## src/rtl/scroll_scan_controller.sv

```systemverilog
// rtl/scroll_scan_controller.sv - 4-digit anode scan with blanking and run/pause/step scroll scheduler (optional SCROLL_BOUNCE_EN)
module scroll_scan_controller #(
  parameter int SCAN_DIV   = 16,
  parameter int BLANK_CYC  = 2,
  parameter int STEP_TICKS = 1670000,
  parameter int TW         = 21
) (
  input  logic       clk,
  input  logic       reset,
  input  logic       start,
  input  logic       stop,
  input  logic       pause_req,
  input  logic       step,
  input  logic       dir,
  output logic [3:0] an,
  output logic [1:0] digit_idx,
  output logic [3:0] scroll_pos,
  output logic       blank,
  output logic       step_pulse,
  output logic [1:0] state
);

  typedef enum logic [1:0] {
    S_IDLE   = 2'b00,
    S_RUN    = 2'b01,
    S_PAUSED = 2'b10
  } state_t;

  localparam int            SW        = $clog2(SCAN_DIV);
  localparam logic [SW-1:0] LAST_SLOT = SW'(SCAN_DIV - 1);
  localparam logic [SW-1:0] BLANK_LIM = SW'(BLANK_CYC);
  localparam logic [TW-1:0] TERM_CNT  = TW'(STEP_TICKS - 1);

  state_t        r_state, w_state_next;
  logic [TW-1:0] r_timer, w_timer_next;
  logic [SW-1:0] r_slot,  w_slot_next;
  logic [1:0]    r_digit, w_digit_next;
  logic [3:0]    r_an,    w_an_next;
  logic [3:0]    r_pos,   w_pos_next;
  logic          r_blank, w_blank_next;
  logic          r_pulse, w_advance;
`ifdef SCROLL_BOUNCE_EN
  logic          r_dir,   w_dir_next;
`endif

  // Control FSM: request priority stop > pause_req > step > start; timer frozen while paused
  always_comb begin
    w_state_next = r_state;
    w_timer_next = r_timer;
    w_advance    = 1'b0;
    case (r_state)
      S_IDLE: begin
        w_timer_next = '0;
        if (!stop && start) w_state_next = S_RUN;
      end
      S_RUN: begin
        if (stop) begin
          w_state_next = S_IDLE;
          w_timer_next = '0;
        end else begin
          // A terminal count still advances even when a pause lands on the same cycle
          if (r_timer == TERM_CNT) begin
            w_advance    = 1'b1;
            w_timer_next = '0;
          end else if (!pause_req) begin
            w_timer_next = r_timer + 1'b1;
          end
          if (pause_req) w_state_next = S_PAUSED;
        end
      end
      S_PAUSED: begin
        if (stop) begin
          w_state_next = S_IDLE;
          w_timer_next = '0;
        end else if (pause_req) begin
          w_state_next = S_RUN;
        end else if (step) begin
          w_advance = 1'b1;
        end
      end
      default: begin
        w_state_next = S_IDLE;
        w_timer_next = '0;
      end
    endcase
  end

  // Scroll position: cleared in IDLE, otherwise moves one place on each advance
  always_comb begin
    w_pos_next = r_pos;
`ifdef SCROLL_BOUNCE_EN
    w_dir_next = r_dir;
    if (r_state == S_IDLE && w_state_next == S_RUN) w_dir_next = dir;
`endif
    if (w_state_next == S_IDLE) begin
      w_pos_next = '0;
    end else if (w_advance) begin
`ifdef SCROLL_BOUNCE_EN
      if (!r_dir && r_pos == 4'd15) begin
        w_pos_next = 4'd14;
        w_dir_next = 1'b1;
      end else if (r_dir && r_pos == 4'd0) begin
        w_pos_next = 4'd1;
        w_dir_next = 1'b0;
      end else begin
        w_pos_next = r_dir ? r_pos - 4'd1 : r_pos + 4'd1;
      end
`else
      w_pos_next = dir ? r_pos - 4'd1 : r_pos + 4'd1;
`endif
    end
  end

  // Anode scan: slot/digit counters run only while staying out of IDLE, so RUN starts at slot 0
  always_comb begin
    w_slot_next  = '0;
    w_digit_next = '0;
    if (r_state != S_IDLE && w_state_next != S_IDLE) begin
      if (r_slot == LAST_SLOT) begin
        w_slot_next  = '0;
        w_digit_next = r_digit + 2'd1;
      end else begin
        w_slot_next  = r_slot + 1'b1;
        w_digit_next = r_digit;
      end
    end
    w_blank_next = (w_state_next == S_IDLE) || (w_slot_next < BLANK_LIM);
    w_an_next    = 4'b1111;
    if (!w_blank_next) w_an_next[w_digit_next] = 1'b0;
  end

  // FSM state register
  always_ff @(posedge clk) begin
    if (!reset) r_state <= S_IDLE;
    else        r_state <= w_state_next;
  end

  // Datapath registers; every output comes straight from one of these
  always_ff @(posedge clk) begin
    if (!reset) begin
      r_timer <= '0;
      r_slot  <= '0;
      r_digit <= '0;
      r_an    <= 4'b1111;
      r_pos   <= '0;
      r_blank <= 1'b1;
      r_pulse <= 1'b0;
`ifdef SCROLL_BOUNCE_EN
      r_dir   <= 1'b0;
`endif
    end else begin
      r_timer <= w_timer_next;
      r_slot  <= w_slot_next;
      r_digit <= w_digit_next;
      r_an    <= w_an_next;
      r_pos   <= w_pos_next;
      r_blank <= w_blank_next;
      r_pulse <= w_advance;
`ifdef SCROLL_BOUNCE_EN
      r_dir   <= w_dir_next;
`endif
    end
  end

  assign an         = r_an;
  assign digit_idx  = r_digit;
  assign scroll_pos = r_pos;
  assign blank      = r_blank;
  assign step_pulse = r_pulse;
  assign state      = r_state;

endmodule

```

## config.mk

```make
export PLATFORM = sky130hd
export DESIGN_NAME = scroll_scan_controller
export DESIGN_NICKNAME = d
export VERILOG_FILES = /design/src/rtl/scroll_scan_controller.sv
export SDC_FILE = /design/constraint.sdc
export NUM_CORES = 1
export LEC_CHECK = 0
export ABC_CLOCK_PERIOD_IN_PS = 1800
export BUFFER_PORTS_ARGS = -buffer_cell sky130_fd_sc_hd__buf_2
export CAP_MARGIN = 20
export CORE_ASPECT_RATIO = 0.7
export CORE_MARGIN = 3
export CORE_UTILIZATION = 52
export CTS_CLUSTER_SIZE = 25
export DETAILED_ROUTE_END_ITERATION = 10
export GPL_ROUTABILITY_DRIVEN = 0
export PLACE_DENSITY = 0.74
export SLEW_MARGIN = 20
export SYNTH_ARGS = -nofsm -noshare
export SYNTH_HDL_FRONTEND = slang
export SYNTH_SLANG_ARGS = --single-unit
```

## constraint.sdc

```tcl
create_clock -name clk -period 1.8 [get_ports clk]
set_input_delay 0.27 -clock clk [delete_from_list [all_inputs] [get_ports clk]]
set_output_delay 0.27 -clock clk [all_outputs]
set_load 0.02 [all_outputs]
```

==> results.md <==
- Placed insts: 304
- Async S/R FF share, synth: 0%
- Most frequent cell after synthesis: nor2_1
- 1st-iter DRT viols: 83
- Post-DRT Antenna Nets: 0
- Detailed Place HPWL: 2806 um
- Fin worst setup slack: 0.004327 ns
- Mapped Avg Cell Area: 8.826 um^2
- Max VDD drop: 0.5373 mV
- Global Route Usage Sum: 18.71%
- Die area: 4571 um^2
- Largest net degree at the start of global routing: 22
- Post-Route Skew: 0.007404 ns
- Area after DPL: 2250 um^2
- Crit path cell chain: inv_4 > ha_4 > nor2b_4 > o221a_4 > o41ai_4 > a211oi_2 > a31o_1
- Synth area leader: dfxtp_1
- Synth area leaders: dfxtp_1 40%, xnor2_1 9.3%, nor2_1 8.4%
- Startpoint class of the critical path: register
- Crit-path max FO: 4
- M3 GR Usage: 5.205%
- First-pass GRT wire length: 6741 um
- Max stage delay on crit path: 0.47 ns
- Total Routed Length: 4130 um
- Clock-pin slew on the worst setup and hold paths: 0.08 ns
- Met1 usage: 26.71%
- Post-Place Worst Slack: -0.01357 ns
- CTS Buf Count: 5
- CTS root buf: clkbuf_8
- Routed wire per std cell: 13.07 um
- Syn_nets: 239
- Compound-gate portion of the synthesized area: 10.87%
- Pin slew with the least headroom to its limit: 0.3911 ns
- Relative slew slack: 73.84%
- Gr ovfl total: 0
- Worst skew pair latency: 0.29 ns
- ANT cells: 0
- Unique masters post-synth: 51
- CTS tree: yes
- Area of the mapped netlist: 1968 um^2
- Kind of critical path: reg -> reg
- Vias: 1,648
- Final Cycle Share: 99.76%
- Layout cell share with drive strength beyond 1: 28.57%
- Yosys top cell area share: 39.67%
- Non-filler cells, final: 316
- Hold_ws: 0.2513 ns
- Rows: 18
- Crit path DAT: 1.98 ns
- Most Crowded Layer GR: met2
- Vias in the first global route: 1,484
- H-Tree Depth: 2
- Sink Count: 39
- Post-Synth XOR/XNOR Area: 11.13%
- Nets: 281
- Status: finished clean
- Post-Syn Instances: 223
- Simple-gate portion of the synthesized area: 26.64%
- Pwr per Cell Area: 684.9 nW/um^2
- Core area: 3581 um^2
- DR vias/cell: 5.215
- Final setup fails: 0
- Initial antenna violation count: 0
- Primary FF master, synth: dfxtp_1
- Setup tns final: 0 ns
- Post-synthesis mux area share: 1.017%
- Synthesis-stage register bit count: 39
- DRT Pass-1 Iters: 4
- CTS Buffer Depth: 2
- YS warnings: 0
- Worst path required time: 1.98 ns
- Fmax: 0.5569 GHz
- Layout Area Growth over Synthesis: 27.72%
- R2r setup slk: 0.004 ns
- GRT met2 Usage: 27.35%
- Post-synth EDFFs: 0
- Residual DRC count: 0
- Dominant combinational cell family by area after synthesis: simple AND/OR/NAND/NOR gates
- Minimum clock period: 1.796 ns
- Final Max Slew Viols: 0
- Die Span X: 79.53 um
- Initial Utilization: 54.96%
- Port Buffer Count: 20
- Design Area, Final: 2514 um^2
- RSZ-0062 raised after global routing: true
- Hold crit path type: in -> reg
- Proportion of synthesized chip area in sequential cells: 39.67%
- Fin. Hold Viols: 0
- Io pins: 21
- Adder-cell area share of the yosys netlist: 6.103%
- Synth cell count leaders: 44 x nor2_1, 39 x dfxtp_1, 21 x xnor2_1
- Max Cap Violations: 0
- Die extent in y: 57.47 um
- Setup crit end kind: register
- Leak Pwr: 0.9112 nW
- Critical path's slowest cell: o41ai_4
[power by group]
| part | switching [mW] | internal [mW] | total, mW |
|---|---|---|---|
| clock | 0.310 | 0.393 | 0.703 |
| combinational | 0.0827 | 0.0660 | 0.149 |
| sequential | 0.00492 | 0.865 | 0.870 |
[cell families (layout without fill, tap and decap cells)]
family / count (synthesis) / in the layout
multiplexers: 2 / 2
AO/OA/AOI/OAI: 27 / 27
buffers and inverters: 21 / 64
AND/OR/NAND/NOR: 100 / 100
adder cells (fa/ha/maj): 9 / 9
flip-flops: 39 / 39
XOR/XNOR: 25 / 25
[worst paths after layout]
kind,from,end,depth (start not counted)
setup reg to reg,state[0]$_SDFF_PN0_,scroll_pos[3]$_SDFFE_PP0P_,7
hold reg to reg,r_slot[0]$_SDFF_PP0_,r_slot[0]$_SDFF_PP0_,1
hold / removal,reset,step_pulse$_SDFF_PN0_,2
setup / recovery,state[0]$_SDFF_PN0_,scroll_pos[3]$_SDFFE_PP0P_,7
[area by class of cell]
| type | count | area (um^2) |
|---|---|---|
| Clock inverter | 1 | 5.005 |
| Clock buffer | 7 | 107.6 |
| Multi-Input combinational cell | 163 | 1221 |
| Fill cell | 271 | 1067 |
| Sequential cell | 39 | 788.3 |
| Inverter | 16 | 62.56 |
| Timing Repair Buffer | 40 | 266.5 |
| Tap cell | 50 | 62.56 |
[state kept, by name, summed over array words and instances (netlist names)]
signal      count
r_timer        21
an              4
r_slot          4
scroll_pos      4
digit_idx       2
state           2
blank           1
step_pulse      1
[per-stage QoR]
| step | power, mW | utilization [%] |
|---|---|---|
| 2_1_floorplan | 0.9598 | - |
| 3_3_place_gp | 1.004 | 62.82 |
| 3_5_place_dp | 1.005 | 62.82 |
| 4_1_cts | 1.709 | 67.40 |
| 5_1_grt | 1.791 | 70.20 |
| 6_report | 1.722 | 70.20 |
[cells in the final DEF, fill, tap and decap left out, drive strengths merged, types with 7 or more instances in the layout]
master,count
nand3,9
nor2,44
dfxtp,39
xnor2,21
clkbuf,7
ha,8
inv,16
nor3,9
nand2,10
buf,40
[metal layers]
layer  vias up  routed length (um)
met4         0                  52
met3         5                 192
met5         -                   0
met2        28                1808
li1        854                   -
met1       761                2077
[timing repair]
item	CTS	global route
buffers inserted	3	2
pin swaps	6	5
endpoints found under the setup margin	2	25
hold endpoints to repair	0	0
resized for setup	6	17
hold buffers	0	0
[critical path, delay by kind of cell (launching register included)]
| kind | cells | cell delay (ns) |
|---|---|---|
| AO/OA/AOI/OAI | 4 | 0.98 |
| adder cells (fa/ha/maj) | 1 | 0.16 |
| buffers and inverters | 1 | 0.05 |
| flip-flops | 1 | 0.37 |
| AND/OR/NAND/NOR | 1 | 0.13 |
(Power assumes the default switching activity.)
